**src/rtl/wfg_record_pat.sv**
```systemverilog
`default_nettype none
// ============================================================================
// Module   : wfg_record_pat
// Brief    : Pattern recorder. Samples input pins at a configured subcycle,
//            masks and queues them, and streams them out over AXI-Stream.
//            Optional macro WFG_RECORD_PAT_SEQ_EN adds an 8-bit sample
//            sequence number in the top byte of tdata.
// Revision : 1.0
// ============================================================================
module wfg_record_pat #(
    parameter int CHANNELS        = 32,
    parameter int AXIS_DATA_WIDTH = 32,
    parameter int FIFO_DEPTH      = 4
) (
    input  logic                       wb_clk_i,
    input  logic                       wb_rst_i,
    input  logic                       wfg_pat_sync_i,
    input  logic [7:0]                 wfg_pat_subcycle_cnt_i,
    input  logic                       ctrl_en_q_i,
    input  logic [7:0]                 cfg_sample_sub_q_i,
    input  logic [15:0]                cfg_frame_len_q_i,
    input  logic [CHANNELS-1:0]        cfg_mask_q_i,
    input  logic                       overflow_clr_i,
    input  logic [CHANNELS-1:0]        pat_din_i,
    input  logic                       wfg_axis_tready_i,
    output logic                       wfg_axis_tvalid_o,
    output logic [AXIS_DATA_WIDTH-1:0] wfg_axis_tdata_o,
    output logic                       wfg_axis_tlast_o,
    output logic                       overflow_o
);

    localparam int AW = (FIFO_DEPTH > 1) ? $clog2(FIFO_DEPTH) : 1;
    localparam logic [AW:0] DEPTH_C = (AW+1)'(FIFO_DEPTH);

    typedef enum logic [1:0] {
        IDLE = 2'd0,
        ARM  = 2'd1,
        RUN  = 2'd2
    } state_t;

    state_t                     state_q, state_d;
    logic [15:0]                frame_cnt_q, frame_cnt_d;
    logic [AW-1:0]              wr_ptr_q, rd_ptr_q;
    logic [AW:0]                count_q, count_d;
    logic                       overflow_q, overflow_d;
    logic [AXIS_DATA_WIDTH:0]   mem_q [FIFO_DEPTH];

    logic                       w_arm_go, w_se, w_empty, w_full;
    logic                       w_pop, w_push, w_last;
    logic [AXIS_DATA_WIDTH-1:0] w_word;
    logic [AXIS_DATA_WIDTH:0]   w_head;

    // Frames align to a pattern-cycle start: leaving ARM needs a subcycle-0 sync.
    assign w_arm_go = (state_q == ARM) && ctrl_en_q_i && wfg_pat_sync_i
                      && (wfg_pat_subcycle_cnt_i == 8'd0);
    assign w_se     = ((state_q == RUN) || w_arm_go) && wfg_pat_sync_i
                      && (wfg_pat_subcycle_cnt_i == cfg_sample_sub_q_i);

    assign w_empty  = (count_q == '0);
    assign w_full   = (count_q == DEPTH_C);
    assign w_pop    = !w_empty && wfg_axis_tready_i;
    assign w_push   = w_se && (!w_full || w_pop);
    assign w_last   = (cfg_frame_len_q_i != 16'd0)
                      && (frame_cnt_q == cfg_frame_len_q_i - 16'd1);
    assign w_head   = mem_q[rd_ptr_q];

`ifdef WFG_RECORD_PAT_SEQ_EN
    logic [7:0] seq_q, seq_d;

    always_comb begin
        w_word                        = '0;
        w_word[CHANNELS-1:0]          = pat_din_i & cfg_mask_q_i;
        w_word[AXIS_DATA_WIDTH-1 -: 8] = seq_q;
    end

    // Counts every sample event, dropped ones included, so gaps are visible.
    always_comb begin
        seq_d = seq_q;
        if (state_d == IDLE) begin
            seq_d = 8'd0;
        end else if (w_se) begin
            seq_d = seq_q + 8'd1;
        end
    end

    always_ff @(posedge wb_clk_i) begin
        if (wb_rst_i) begin
            seq_q <= 8'd0;
        end else begin
            seq_q <= seq_d;
        end
    end
`else
    always_comb begin
        w_word               = '0;
        w_word[CHANNELS-1:0] = pat_din_i & cfg_mask_q_i;
    end
`endif

    always_comb begin
        state_d = state_q;
        case (state_q)
            IDLE:    if (ctrl_en_q_i) state_d = ARM;
            ARM:     if (w_arm_go) state_d = RUN;
            RUN:     state_d = RUN;
            default: state_d = IDLE;
        endcase
        if (!ctrl_en_q_i) begin
            state_d = IDLE;
        end
    end

    always_comb begin
        frame_cnt_d = frame_cnt_q;
        if (state_d == IDLE) begin
            frame_cnt_d = 16'd0;
        end else if (w_push) begin
            frame_cnt_d = w_last ? 16'd0 : frame_cnt_q + 16'd1;
        end
    end

    always_comb begin
        count_d = count_q;
        case ({w_push, w_pop})
            2'b10:   count_d = count_q + (AW+1)'(1);
            2'b01:   count_d = count_q - (AW+1)'(1);
            default: count_d = count_q;
        endcase
    end

    // A new overflow takes priority over a clear arriving in the same cycle.
    always_comb begin
        overflow_d = overflow_q;
        if (w_se && !w_push) begin
            overflow_d = 1'b1;
        end else if (overflow_clr_i) begin
            overflow_d = 1'b0;
        end
    end

    always_ff @(posedge wb_clk_i) begin
        if (wb_rst_i) begin
            state_q     <= IDLE;
            frame_cnt_q <= 16'd0;
            wr_ptr_q    <= '0;
            rd_ptr_q    <= '0;
            count_q     <= '0;
            overflow_q  <= 1'b0;
        end else begin
            state_q     <= state_d;
            frame_cnt_q <= frame_cnt_d;
            count_q     <= count_d;
            overflow_q  <= overflow_d;
            if (w_push) wr_ptr_q <= wr_ptr_q + AW'(1);
            if (w_pop)  rd_ptr_q <= rd_ptr_q + AW'(1);
        end
    end

    always_ff @(posedge wb_clk_i) begin
        if (w_push) begin
            mem_q[wr_ptr_q] <= {w_word, w_last};
        end
    end

    assign wfg_axis_tvalid_o = !w_empty;
    assign wfg_axis_tdata_o  = w_empty ? '0 : w_head[AXIS_DATA_WIDTH:1];
    assign wfg_axis_tlast_o  = !w_empty && w_head[0];
    assign overflow_o        = overflow_q;

endmodule
`default_nettype wire

```
**config.mk**
```make
export PLATFORM = sky130hd
export DESIGN_NAME = wfg_record_pat
export DESIGN_NICKNAME = d
export VERILOG_FILES = /design/src/rtl/wfg_record_pat.sv
export SDC_FILE = /design/constraint.sdc
export NUM_CORES = 1
export LEC_CHECK = 0
export BUFFER_PORTS_ARGS = -buffer_cell sky130_fd_sc_hd__buf_2
export CORE_ASPECT_RATIO = 0.9
export CORE_MARGIN = 1
export CORE_UTILIZATION = 56
export DETAILED_ROUTE_END_ITERATION = 6
export HOLD_SLACK_MARGIN = 0.06
export PLACE_DENSITY = 0.84
export SLEW_MARGIN = 0
export SYNTH_ARGS = -nofsm -noshare
export SYNTH_HDL_FRONTEND = slang
export SYNTH_SLANG_ARGS = --single-unit
export TNS_END_PERCENT = 50
```
**constraint.sdc**
```tcl
create_clock -name wb_clk_i -period 4.8 [get_ports wb_clk_i]
set_clock_uncertainty 0.2 [all_clocks]
set_input_delay 0.72 -clock wb_clk_i [delete_from_list [all_inputs] [get_ports wb_clk_i]]
set_output_delay 0.72 -clock wb_clk_i [all_outputs]
set_load 0.05 [all_outputs]
```
==> impl_metrics.csv <==
group,metric,value,unit
outcome,status,"finished clean",
setup_path,critical-path-top-delay-family,"flip-flops",
timing,hold_viol_final,0,
synth,yosysWarnings,0,
global_routing,grt.total_usage,23.1,%
floorplan,core,12600,sq um
synth,synth-seq-area-share,62.5,%
clock_network,insertion_delay,410,ps
timing,fmax,283,MHz
finish,final_common_cell,"buf_2",
power_and_ir_drop,switching_share,33.7,%
setup_path,path_class,"flop to primary output",
timing,layout_min_cycle_time,3530,ps
power_and_ir_drop,ir_worst_vdd,258,uV
place,place_hpwl,9.58,mm
route,first_pass_iters,4,
finish,final_cell_mix,"136 x buf_2, 132 x edfxtp_1, 65 x and2_1",
power_and_ir_drop,combPwrFrac,29.0,%
setup_path,crit_path_cell_trace,"buf_4, mux4_2, and2_1, buf_2",
finish,final_util,68.5,%
clock_network,cts_resized,0,
synth,ys.flop_type,"edfxtp_1",
clock_network,cts_setup_buffers,0,
timing,slew-limit-headroom,28.3,%
synth,async_flop_share,0,%
synth,synth_area_leaders,"edfxtp_1 55%, mux4_2 10%, dfxtp_1 7.7%",
clock_network,root_buffer,"clkbuf_16",
synth,yosys.area.top_type,"edfxtp_1",
min_path,min_from,"overflow_o",
setup_path,r2r_setup_slack,1460,ps
timing,setup_ws,1270,ps
setup_path,worst-path-buf-inv,2,
floorplan,dieArea,13400,sq um
floorplan,die_w,122,microns
global_routing,grt_pass1_wl,22.9,mm
timing,finalSetupTns,0,ps
place,io_buffers,136,
finish,antennaDiodeCount,0,
power_and_ir_drop,p_sw,1.37,mW
timing,tightestPinTransition,1070,ps
global_routing,grt_pass1_vias,4728,
place,place_area,8070,sq um
route,drc,0,
route,drt-total-wl,15.0,mm
timing,whs,298,ps
clock_network,h-tree-depth,4,
place,place_congestion,0.827,
finish,regArea,4530,sq um
finish,layout.cells.non_filler,809,
clock_network,cts_buffers,17,
floorplan,fp-row-count,39,
timing,fin_crit_sh,73.6,%
route,via_per_inst,5.70,
setup_path,endpoint_kind,"primary output",
route,vias,4614,
timing,rsz0062_at_grt,"no",
power_and_ir_drop,p_seq_share,38.6,%
power_and_ir_drop,p_per_area,468,nW/um^2
global_routing,grt_overflow,0,
setup_path,cp.required,3880,ps
synth,synth-seq-cells,160,
power_and_ir_drop,p_int,2.69,mW
floorplan,chipHeight,110,microns
global_routing,antenna_found_initial,0,
setup_path,cp_slowest_stage_delay,890,ps
place,pre_cts_slack,879,ps
clock_network,cts_tree,"built",
place,dp_cells,777,
floorplan,ios,137,
synth,ys_types,57,
finish,final_nets,742,
run,max-cap-violations,0,
global_routing,grt_max_degree,38,
synth,netlist_area,7240,sq um
finish,drive_gt1_share,33.3,%
route,final_antenna_net_count,0,
power_and_ir_drop,totalPowerFinal,4.06,mW
clock_network,postCtsHoldBufs,0,
timing,setup_viol,0,
setup_path,slowest_stage,"dfxtp_2",
synth,post_synth_inst_count,495,
setup_path,critPathArrivalTime,2610,ps
synth,synth_edf_count,132,
clock_network,clockBufferDepth,2,
synth,syn-num-nets,605,
finish,fillers,805,
finish,multiInputGateArea,2570,sq um
finish,area_growth,19.5,%
route,avgRoutedWirePerCell,18.5,microns
power_and_ir_drop,clkPwrFrac,32.4,%
setup_path,critPathLaunchType,"flop",
power_and_ir_drop,total_leakage_power,3.06,nW
synth,syn_avg_cell_area,14.6,sq um
setup_path,critical_path.max_fanout,24,
route,first_iter_violations,382,
timing,drv_slew,0,
min_path,hp-class,"flop to flop",
finish,design_area,8660,sq um
clock_network,clock_sinks,160,
setup_path,r2r_start,"state_q[0]",
synth,synth_top_cell_area_share,54.7,%
clock_network,path_clk_slew,60,ps
floorplan,start_util,57.3,%
[worst register-to-register path, stage by stage, from the launching register on]
cell and delay (ps):
dfxtp_1 360, nor4b_2 270, a32oi_1 160, or4_1 750
nor2_2 400, and2_2 800
[area by class of cell]
cell class	instances	share of cell area, %
Clock buffer	29	6.65
Timing Repair Buffer	141	8.29
Tap cell	164	2.37
Sequential cell	160	52.3
Inverter	12	0.520
Clock inverter	3	0.173
Multi-Input combinational cell	300	29.7
[sequential cells by signal (all words and copies together), names as in the netlist, named ones only]
register     flops
wr_ptr_q         2
mem_q          132
rd_ptr_q         2
count_q          3
state_q          2
overflow_o       1
frame_cnt_q     16
[routing by layer]
metal | routed length [microns] | part of all wire [%] | track usage (%) | vias to the layer above
li1 | - | - | - | 2148
met2 | 7930 | 53 | 39.0 | 172
met3 | 808 | 5.4 | 5.29 | 27
met5 | 0 | 0 | 0 | -
met1 | 5890 | 39 | 28.2 | 2267
met4 | 342 | 2.3 | 11.6 | 0
[cell families (layout without fill, tap and decap cells)]
group | after synthesis | in the layout | share of synthesized area, %
XOR/XNOR | 42 | 42 | 5.08
AO/OA/AOI/OAI | 26 | 26 | 2.49
buffers and inverters | 35 | 185 | 2.07
adder cells (fa/ha/maj) | 8 | 8 | 1.49
AND/OR/NAND/NOR | 189 | 189 | 15.9
multiplexers | 35 | 35 | 10.5
flip-flops | 160 | 160 | 62.5
[power by group through the flow]
stage               registers (mW)  clock network, mW  logic [mW]
floorplan                     1.55                  0       0.941
global placement              1.60                  0        1.15
detailed placement            1.60                  0        1.18
CTS                           1.57               1.32        1.19
global route                  1.58               1.38        1.24
finish                        1.57               1.31        1.17
[synthesized netlist by cell type, types with 3 or more instances]
master and instances:
nand3b_1 3, nand4_1 9, nand3_1 9, xor2_1 10, or3_1 3, xnor2_1 32, nand2b_1 5, o21ai_0 6
inv_1 12, buf_1 3, edfxtp_1 132, dfxtp_1 28, mux4_2 33, ha_1 7, nor4_1 7, and3_1 4
or4_1 4, nand2_1 11, a21oi_1 5, nor2_1 23, and2_1 69, nor3_1 23, clkbuf_1 15
[path summary, 6_finish.rpt]
kind                               to  depth (start not counted)
setup reg to reg          mem_q[3][9]                          5
hold reg to reg            overflow_o                          2
setup / recovery  wfg_axis_tdata_o[4]                          4
hold / removal             overflow_o                          2
Note: power is estimated with default switching activity, not from simulation.
